File: src/rtl/uart_pkg.sv
// Shared definitions for the buffered UART echo block: FSM encodings and
// the depth of the RxD synchroniser.
package uart_pkg;

    // Number of flops between the asynchronous RxD pin and the RX logic.
    localparam int SYNC_STAGES = 2;

    typedef enum logic [2:0] {
        RX_IDLE      = 3'd0,
        RX_START     = 3'd1,
        RX_DATA      = 3'd2,
        RX_STOP      = 3'd3,
        RX_WAIT_IDLE = 3'd4
    } rx_state_t;

    typedef enum logic [1:0] {
        TX_IDLE  = 2'd0,
        TX_START = 2'd1,
        TX_DATA  = 2'd2,
        TX_STOP  = 2'd3
    } tx_state_t;

endpackage

File: src/rtl/uart_fifo.sv
// Small synchronous FIFO holding received bytes until the transmitter
// takes them. Pointers wrap naturally because DEPTH is a power of two.
//
// Handshake: push is a request qualified internally by !full (or by a
// simultaneous pop, which frees the slot being written); pop is a request
// qualified by !empty. Callers look at full/empty to know whether their
// request takes effect in the current cycle; a rejected request is
// simply ignored.
module uart_fifo #(
    parameter int WIDTH = 8,
    parameter int DEPTH = 16
) (
    input  logic                     clk,
    input  logic                     reset,
    input  logic                     push,
    input  logic [WIDTH-1:0]         push_data,
    input  logic                     pop,
    output logic [WIDTH-1:0]         pop_data,
    output logic                     full,
    output logic                     empty,
    output logic [$clog2(DEPTH):0]   count
);

    localparam int AW = $clog2(DEPTH);

    logic [WIDTH-1:0] mem [DEPTH];
    logic [AW-1:0]    wr_ptr;
    logic [AW-1:0]    rd_ptr;
    logic             wr_en;
    logic             rd_en;

    assign full     = (count == (AW+1)'(DEPTH));
    assign empty    = (count == '0);
    assign wr_en    = push && (!full || pop);
    assign rd_en    = pop && !empty;
    assign pop_data = mem[rd_ptr];

    // Storage array; contents need no reset because count gates every read.
    always_ff @(posedge clk) begin
        if (wr_en) begin
            mem[wr_ptr] <= push_data;
        end
    end

    // Pointer and occupancy bookkeeping.
    always_ff @(posedge clk) begin
        if (reset) begin
            wr_ptr <= '0;
            rd_ptr <= '0;
            count  <= '0;
        end else begin
            if (wr_en) begin
                wr_ptr <= wr_ptr + 1'b1;
            end
            if (rd_en) begin
                rd_ptr <= rd_ptr + 1'b1;
            end
            case ({wr_en, rd_en})
                2'b10:   count <= count + 1'b1;
                2'b01:   count <= count - 1'b1;
                default: count <= count;
            endcase
        end
    end

endmodule

File: src/rtl/uart_echo_buffered.sv
// UART receiver and transmitter joined by a byte FIFO: every good frame
// received while loop_en is high is echoed back on TxD. RX and TX run
// independently; the FIFO absorbs the difference in their timing.
module uart_echo_buffered
    import uart_pkg::*;
#(
    parameter int CLKS_PER_BIT = 434,
    parameter int DATA_BITS    = 8,
    parameter int FIFO_DEPTH   = 16
) (
    input  logic                         clk,
    input  logic                         reset,
    input  logic                         RxD,
    output logic                         TxD,
    input  logic                         loop_en,
    output logic                         frame_err,
    output logic                         overflow,
    output logic [$clog2(FIFO_DEPTH):0]  fifo_count
);

    localparam int CW = $clog2(CLKS_PER_BIT);
    localparam int IW = $clog2(DATA_BITS);

    localparam logic [CW-1:0] BIT_LAST  = CW'(CLKS_PER_BIT - 1);
    localparam logic [CW-1:0] HALF_LAST = CW'(CLKS_PER_BIT / 2 - 1);
    localparam logic [IW-1:0] IDX_LAST  = IW'(DATA_BITS - 1);

    // ------------------------------------------------------------------
    // RxD synchroniser
    // ------------------------------------------------------------------
    logic [SYNC_STAGES-1:0] rx_sync;
    logic                   rx_s;

    assign rx_s = rx_sync[SYNC_STAGES-1];

    // Shift the raw pin through the synchroniser; resets to the idle level.
    always_ff @(posedge clk) begin
        if (reset) begin
            rx_sync <= '1;
        end else begin
            rx_sync <= {rx_sync[SYNC_STAGES-2:0], RxD};
        end
    end

    // ------------------------------------------------------------------
    // Receiver
    // ------------------------------------------------------------------
    rx_state_t            rx_state, rx_state_n;
    logic [CW-1:0]        rx_cnt, rx_cnt_n;
    logic [IW-1:0]        rx_idx, rx_idx_n;
    logic [DATA_BITS-1:0] rx_shift, rx_shift_n;
    logic                 rx_good_n;
    logic                 rx_ferr_n;
    logic                 push_q;
    logic [DATA_BITS-1:0] push_data_q;

    // RX next-state: half-bit start check, mid-bit data samples, stop check.
    always_comb begin
        rx_state_n = rx_state;
        rx_cnt_n   = rx_cnt + 1'b1;
        rx_idx_n   = rx_idx;
        rx_shift_n = rx_shift;
        rx_good_n  = 1'b0;
        rx_ferr_n  = 1'b0;
        case (rx_state)
            RX_IDLE: begin
                rx_cnt_n = '0;
                if (!rx_s) begin
                    rx_state_n = RX_START;
                end
            end
            RX_START: begin
                if (rx_cnt == HALF_LAST) begin
                    rx_cnt_n = '0;
                    rx_idx_n = '0;
                    // A line that is high again by mid-start was a glitch.
                    rx_state_n = rx_s ? RX_IDLE : RX_DATA;
                end
            end
            RX_DATA: begin
                if (rx_cnt == BIT_LAST) begin
                    rx_cnt_n   = '0;
                    rx_shift_n = {rx_s, rx_shift[DATA_BITS-1:1]};
                    if (rx_idx == IDX_LAST) begin
                        rx_state_n = RX_STOP;
                    end else begin
                        rx_idx_n = rx_idx + 1'b1;
                    end
                end
            end
            RX_STOP: begin
                if (rx_cnt == BIT_LAST) begin
                    rx_cnt_n = '0;
                    if (rx_s) begin
                        rx_good_n  = 1'b1;
                        rx_state_n = RX_IDLE;
                    end else begin
                        rx_ferr_n  = 1'b1;
                        rx_state_n = RX_WAIT_IDLE;
                    end
                end
            end
            RX_WAIT_IDLE: begin
                rx_cnt_n = '0;
                if (rx_s) begin
                    rx_state_n = RX_IDLE;
                end
            end
            default: begin
                rx_cnt_n   = '0;
                rx_state_n = RX_IDLE;
            end
        endcase
    end

    // RX state register plus the registered push request and error pulse.
    always_ff @(posedge clk) begin
        if (reset) begin
            rx_state    <= RX_IDLE;
            rx_cnt      <= '0;
            rx_idx      <= '0;
            rx_shift    <= '0;
            push_q      <= 1'b0;
            push_data_q <= '0;
            frame_err   <= 1'b0;
        end else begin
            rx_state    <= rx_state_n;
            rx_cnt      <= rx_cnt_n;
            rx_idx      <= rx_idx_n;
            rx_shift    <= rx_shift_n;
            push_q      <= rx_good_n && loop_en;
            push_data_q <= rx_shift_n;
            frame_err   <= rx_ferr_n;
        end
    end

    // ------------------------------------------------------------------
    // Echo buffer
    // ------------------------------------------------------------------
    logic                 fifo_full;
    logic                 fifo_empty;
    logic [DATA_BITS-1:0] fifo_rdata;
    logic                 tx_pop;

    uart_fifo #(
        .WIDTH (DATA_BITS),
        .DEPTH (FIFO_DEPTH)
    ) u_fifo (
        .clk       (clk),
        .reset     (reset),
        .push      (push_q),
        .push_data (push_data_q),
        .pop       (tx_pop),
        .pop_data  (fifo_rdata),
        .full      (fifo_full),
        .empty     (fifo_empty),
        .count     (fifo_count)
    );

    // Flag a good byte that the full buffer could not take.
    always_ff @(posedge clk) begin
        if (reset) begin
            overflow <= 1'b0;
        end else begin
            overflow <= push_q && fifo_full && !tx_pop;
        end
    end

    // ------------------------------------------------------------------
    // Transmitter
    // ------------------------------------------------------------------
    tx_state_t            tx_state, tx_state_n;
    logic [CW-1:0]        tx_cnt, tx_cnt_n;
    logic [IW-1:0]        tx_idx, tx_idx_n;
    logic [DATA_BITS-1:0] tx_shift, tx_shift_n;
    logic                 txd_n;

    // TX next-state: TxD is registered, so each branch sets the level the
    // line must carry from the coming edge onwards.
    always_comb begin
        tx_state_n = tx_state;
        tx_cnt_n   = tx_cnt + 1'b1;
        tx_idx_n   = tx_idx;
        tx_shift_n = tx_shift;
        txd_n      = TxD;
        tx_pop     = 1'b0;
        case (tx_state)
            TX_IDLE: begin
                tx_cnt_n = '0;
                txd_n    = 1'b1;
                if (!fifo_empty) begin
                    tx_pop     = 1'b1;
                    tx_shift_n = fifo_rdata;
                    tx_state_n = TX_START;
                    txd_n      = 1'b0;
                end
            end
            TX_START: begin
                if (tx_cnt == BIT_LAST) begin
                    tx_cnt_n   = '0;
                    tx_idx_n   = '0;
                    tx_state_n = TX_DATA;
                    txd_n      = tx_shift[0];
                end
            end
            TX_DATA: begin
                if (tx_cnt == BIT_LAST) begin
                    tx_cnt_n = '0;
                    if (tx_idx == IDX_LAST) begin
                        tx_state_n = TX_STOP;
                        txd_n      = 1'b1;
                    end else begin
                        tx_idx_n   = tx_idx + 1'b1;
                        tx_shift_n = tx_shift >> 1;
                        txd_n      = tx_shift[1];
                    end
                end
            end
            TX_STOP: begin
                if (tx_cnt == BIT_LAST) begin
                    tx_cnt_n = '0;
                    // Chain straight into the next start bit when a byte waits.
                    if (!fifo_empty) begin
                        tx_pop     = 1'b1;
                        tx_shift_n = fifo_rdata;
                        tx_state_n = TX_START;
                        txd_n      = 1'b0;
                    end else begin
                        tx_state_n = TX_IDLE;
                        txd_n      = 1'b1;
                    end
                end
            end
            default: begin
                tx_cnt_n   = '0;
                tx_state_n = TX_IDLE;
                txd_n      = 1'b1;
            end
        endcase
    end

    // TX state register; TxD returns high on the first reset edge.
    always_ff @(posedge clk) begin
        if (reset) begin
            tx_state <= TX_IDLE;
            tx_cnt   <= '0;
            tx_idx   <= '0;
            tx_shift <= '0;
            TxD      <= 1'b1;
        end else begin
            tx_state <= tx_state_n;
            tx_cnt   <= tx_cnt_n;
            tx_idx   <= tx_idx_n;
            tx_shift <= tx_shift_n;
            TxD      <= txd_n;
        end
    end

endmodule

File: config.mk
export PLATFORM = sky130hd
export DESIGN_NAME = uart_echo_buffered
export DESIGN_NICKNAME = d
export VERILOG_FILES = /design/src/rtl/uart_pkg.sv /design/src/rtl/uart_fifo.sv /design/src/rtl/uart_echo_buffered.sv
export SDC_FILE = /design/constraint.sdc
export NUM_CORES = 1
export LEC_CHECK = 0
export ABC_CLOCK_PERIOD_IN_PS = 4310
export BUFFER_PORTS_ARGS = -buffer_cell sky130_fd_sc_hd__buf_2
export CORE_UTILIZATION = 60
export DETAILED_ROUTE_END_ITERATION = 16
export MAX_ROUTING_LAYER = met4
export PLACE_DENSITY = 0.87
export SYNTH_ARGS = -nofsm -noshare
export SYNTH_HDL_FRONTEND = slang
export SYNTH_SLANG_ARGS = --single-unit
File: constraint.sdc
create_clock -name clk -period 4.31 [get_ports clk]
set_clock_uncertainty 0.2 [all_clocks]
set_input_delay 0.431 -clock clk [delete_from_list [all_inputs] [get_ports clk]]
set_output_delay 0.431 -clock clk [all_outputs]
set_load 0.05 [all_outputs]
==> impl_results.md <==
* Status: completed
* Most used DFF post-synth: edfxtp_1
* Hold_sp: loop_en
* Storage cell area at approximately 5200 um^2
* Fraction of layout instances using a drive strength above 1 at 0.140
* Req. time, crit path at around 4.4 ns
* First drt pass iteration count at 6
* Kind of critical path: flop to flop
* WL per Instance at 22.4 um
* CTS max path bufs at 2
* Root buf cell: clkbuf_16
* Number of buffers added on ports at 11
* Critical Path Start Type: flop
* P_int at approximately 3100 uW
* Core outline area at about 13000 um^2
* CTS buffer count at 17
* Clock Sinks at between 150 and 200
* Ys Warns at 0
* Post-synth EDFFs at about 130
* RSZ-0062 raised after global routing: false
* MaxCap Viol Count at 0
* Worst r2r dst: u_fifo.count[4]
* Initial core utilization at 0.618
* Iter 0 DRT Violations at 459
* Post-route minimum period at between 4 and 5 ns
* Routed vias/inst at 6.58
* Clock-pin slew on the worst setup and hold paths at around 0.07 ns
* Final Hold Fails at 0
* GRT Overall Usage at 0.276
* Filler Cell Count at a little over 800
* Top cells by area, synth: edfxtp_1, dfxtp_1, mux4_2
* Sequential area share after synthesis at 0.634
* TritonCTS clock tree: done
* Hold path depth at 3
* Power Density at around 480 nW/um^2
* Largest net degree at the start of global routing at 44
* Gr ovfl total at 0
* VDD IR max at between 0.0003 and 0.0004 V
* Crit share post-route at 0.938
* Multi-input logic area at approximately 2800 um^2
* Min-Delay Endpoint: push_q
* Layout Cells excl Fill at 797
* Synthesized instance count at about 600
* R2R setup slack at ~0.27 ns
* Number of global-route vias before repair at between 5000 and 6000
* Sequential Power Share at 0.488
* Worst flop-to-flop path startpoint: tx_cnt[2]
* CP Max Fanout at 10
* DR WL met3 at approximately 1300 um
* Sum of negative setup slack at 0 ns
* Net count after synthesis at about 620
* P_leak at approximately 0.003 uW
* Final worst slack at 0.267 ns
* Sw frac at 0.276
* Final wirelength at approximately 18000 um
* Post-CTS Setup Bufs at 0
* Comb pwr share at 0.158
* Critical path arrival at between 4 and 5 ns
* Rows at 42
* Top Layer Used: met4
* H-tree Lvls at 4
* #FFs+latches synth at approximately 200
* Post-synth top area cell: edfxtp_1
* Fmax at 247 MHz
* Worst-Margin Slew at about 1.2 ns
* Antenna viol nets, final at 0
* Via count at 5242
* Dpl cells at 764
* Drt drc at 0
* Final setup fails at 0
* Net Sw Power at approximately 1200 uW
* Synth cell count leaders: edfxtp_1, dfxtp_1, nor2_1
* First-pass GRT wire length at ~28000 um
* Ant diodes at 0
* DP HPWL at around 11000 um
* Die Ht at roughly 120 um
* Setup WS pre-CTS at 0.445 ns
* R2R cell count at 13
* Async S/R FF share, synth at 0
* Nets@finish at ~640
* Met2 WL at 9280 um
* I/O pin count at 12
* Die width at 119 um
* Slew Viols, Final at 0
* # resized after CTS at 0
* HP Class: primary input to flop
* Netlist cell types at 59
* Die area at 14200 um^2
* Top-area cell type share of the netlist area at 0.468
* Clock network power share at 0.354
* Insertion delay to the later sink of the worst-skew pair at about 0.43 ns
* M1 wire length at approximately 6600 um
* Mapped Avg Cell Area at 13.8 um^2
* Syn-to-layout area delta at 9.66%
* Post-Syn Area at between 8000 and 9000 um^2
* Initial antenna violation count at 0
* Relative slew slack at 0.170
* Placer's final routability congestion estimate at 0.869
* Crit end category: flop
* Most common cell in the synthesized netlist: edfxtp_1
[kinds of logic after synthesis]
family / after synthesis / share of synthesized area
flops: 196 / 0.634
simple gates: 173 / 0.108
mux: 55 / 0.104
buf+inv: 46 / 0.0230
xor+xnor: 21 / 0.0224
compound gates: 83 / 0.0738
fa+ha+maj: 23 / 0.0351
[worst max path at each step]
stage	start	to	slack [ns]	depth (start not counted)
final	tx_cnt[2]	u_fifo.count[4]	0.27	13
after global routing	tx_cnt[3]	u_fifo.count[4]	0.03	13
after CTS	tx_cnt[3]	u_fifo.count[4]	0.33	13
after detailed placement	tx_cnt[3]	u_fifo.count[4]	0.45	13
after global placement	tx_cnt[3]	u_fifo.count[4]	0.60	13
after floorplan	tx_cnt[3]	u_fifo.count[4]	0.66	14
[cell usage in the layout (no fill, tap or decap), types with 6 or more instances in the layout]
cell type  count
edfxtp_1     128
xnor2_1       10
nor2_1        63
buf_4          8
dfxtp_1       67
buf_2         11
nand2_1       18
clkbuf_16     17
o21ai_0        9
mux4_2        24
ha_1          23
inv_6          6
nand2b_1       7
nor3_1        14
nand3_1       28
a221oi_1      12
inv_1         16
o221ai_1       6
a21oi_1       17
xor2_1        11
nand4_1       11
mux2i_1       30
[power by group through the flow]
stage | combinational (uW) | sequential (uW) | clock (uW)
after floorplan | 534 | 2130 | 0
after global placement | 618 | 2150 | 0
after detailed placement | 651 | 2150 | 0
after CTS | 677 | 2110 | 1540
after global routing | 730 | 2120 | 1620
final | 681 | 2110 | 1530
[registers in the layout, indices dropped and copies added (netlist names), named ones only]
name           count
tx_state           2
u_fifo.mem       128
overflow           1
tx_idx             3
u_fifo.rd_ptr      4
u_fifo.count       5
rx_idx             3
tx_cnt             9
push_data_q        8
tx_shift           8
rx_sync            2
push_q             1
TxD                1
u_fifo.wr_ptr      4
rx_cnt             9
rx_state           3
frame_err          1
[metal layers]
metal  vias to the layer above  global-route usage
met4                         0               0.153
met2                       280               0.454
met1                      2604               0.324
met3                        66              0.0489
li1                       2292                   -
met5                         -                   -
[final cells by class]
| type | count | share of cell area |
|---|---|---|
| flip-flops and latches | 196 | 0.578 |
| multi-input cells | 355 | 0.313 |
| clock buffers | 17 | 0.0472 |
| well taps | 176 | 0.0245 |
| clock inverters | 15 | 0.0158 |
| repair buffers | 20 | 0.0139 |
| inverters | 18 | 0.00750 |
[repair_timing]
item                       CTS  global route
hold buffers                 1             0
hold endpoints to repair     1             0
setup endpoints to repair    0             0
[per-stage QoR]
stage | area [um^2] | hold slack (ns) | utilization | power, uW
global placement | 8430 | 0.211 | 0.634 | 2760
floorplan | 8210 | 0.189 | - | 2660
global route | 9000 | 0.0361 | 0.677 | 4470
CTS | 9000 | 0.0254 | 0.677 | 4330
finish | 9000 | 0.0354 | 0.677 | 4320
detailed placement | 8430 | 0.204 | 0.634 | 2800
[worst max-delay path: stages, from the launching register on]
cell	delay [ns]
dfxtp_1	0.36
or4b_4	0.56
o31a_1	0.40
o211ai_4	0.36
and2_1	0.25
inv_1	0.09
ha_1	0.29
xor2_1	0.17
ha_1	0.19
a21oi_1	0.25
o22ai_1	0.14
a222oi_1	0.43
or3_1	0.16
a21oi_1	0.05
No activity file was read; power rests on OpenSTA's default activity.
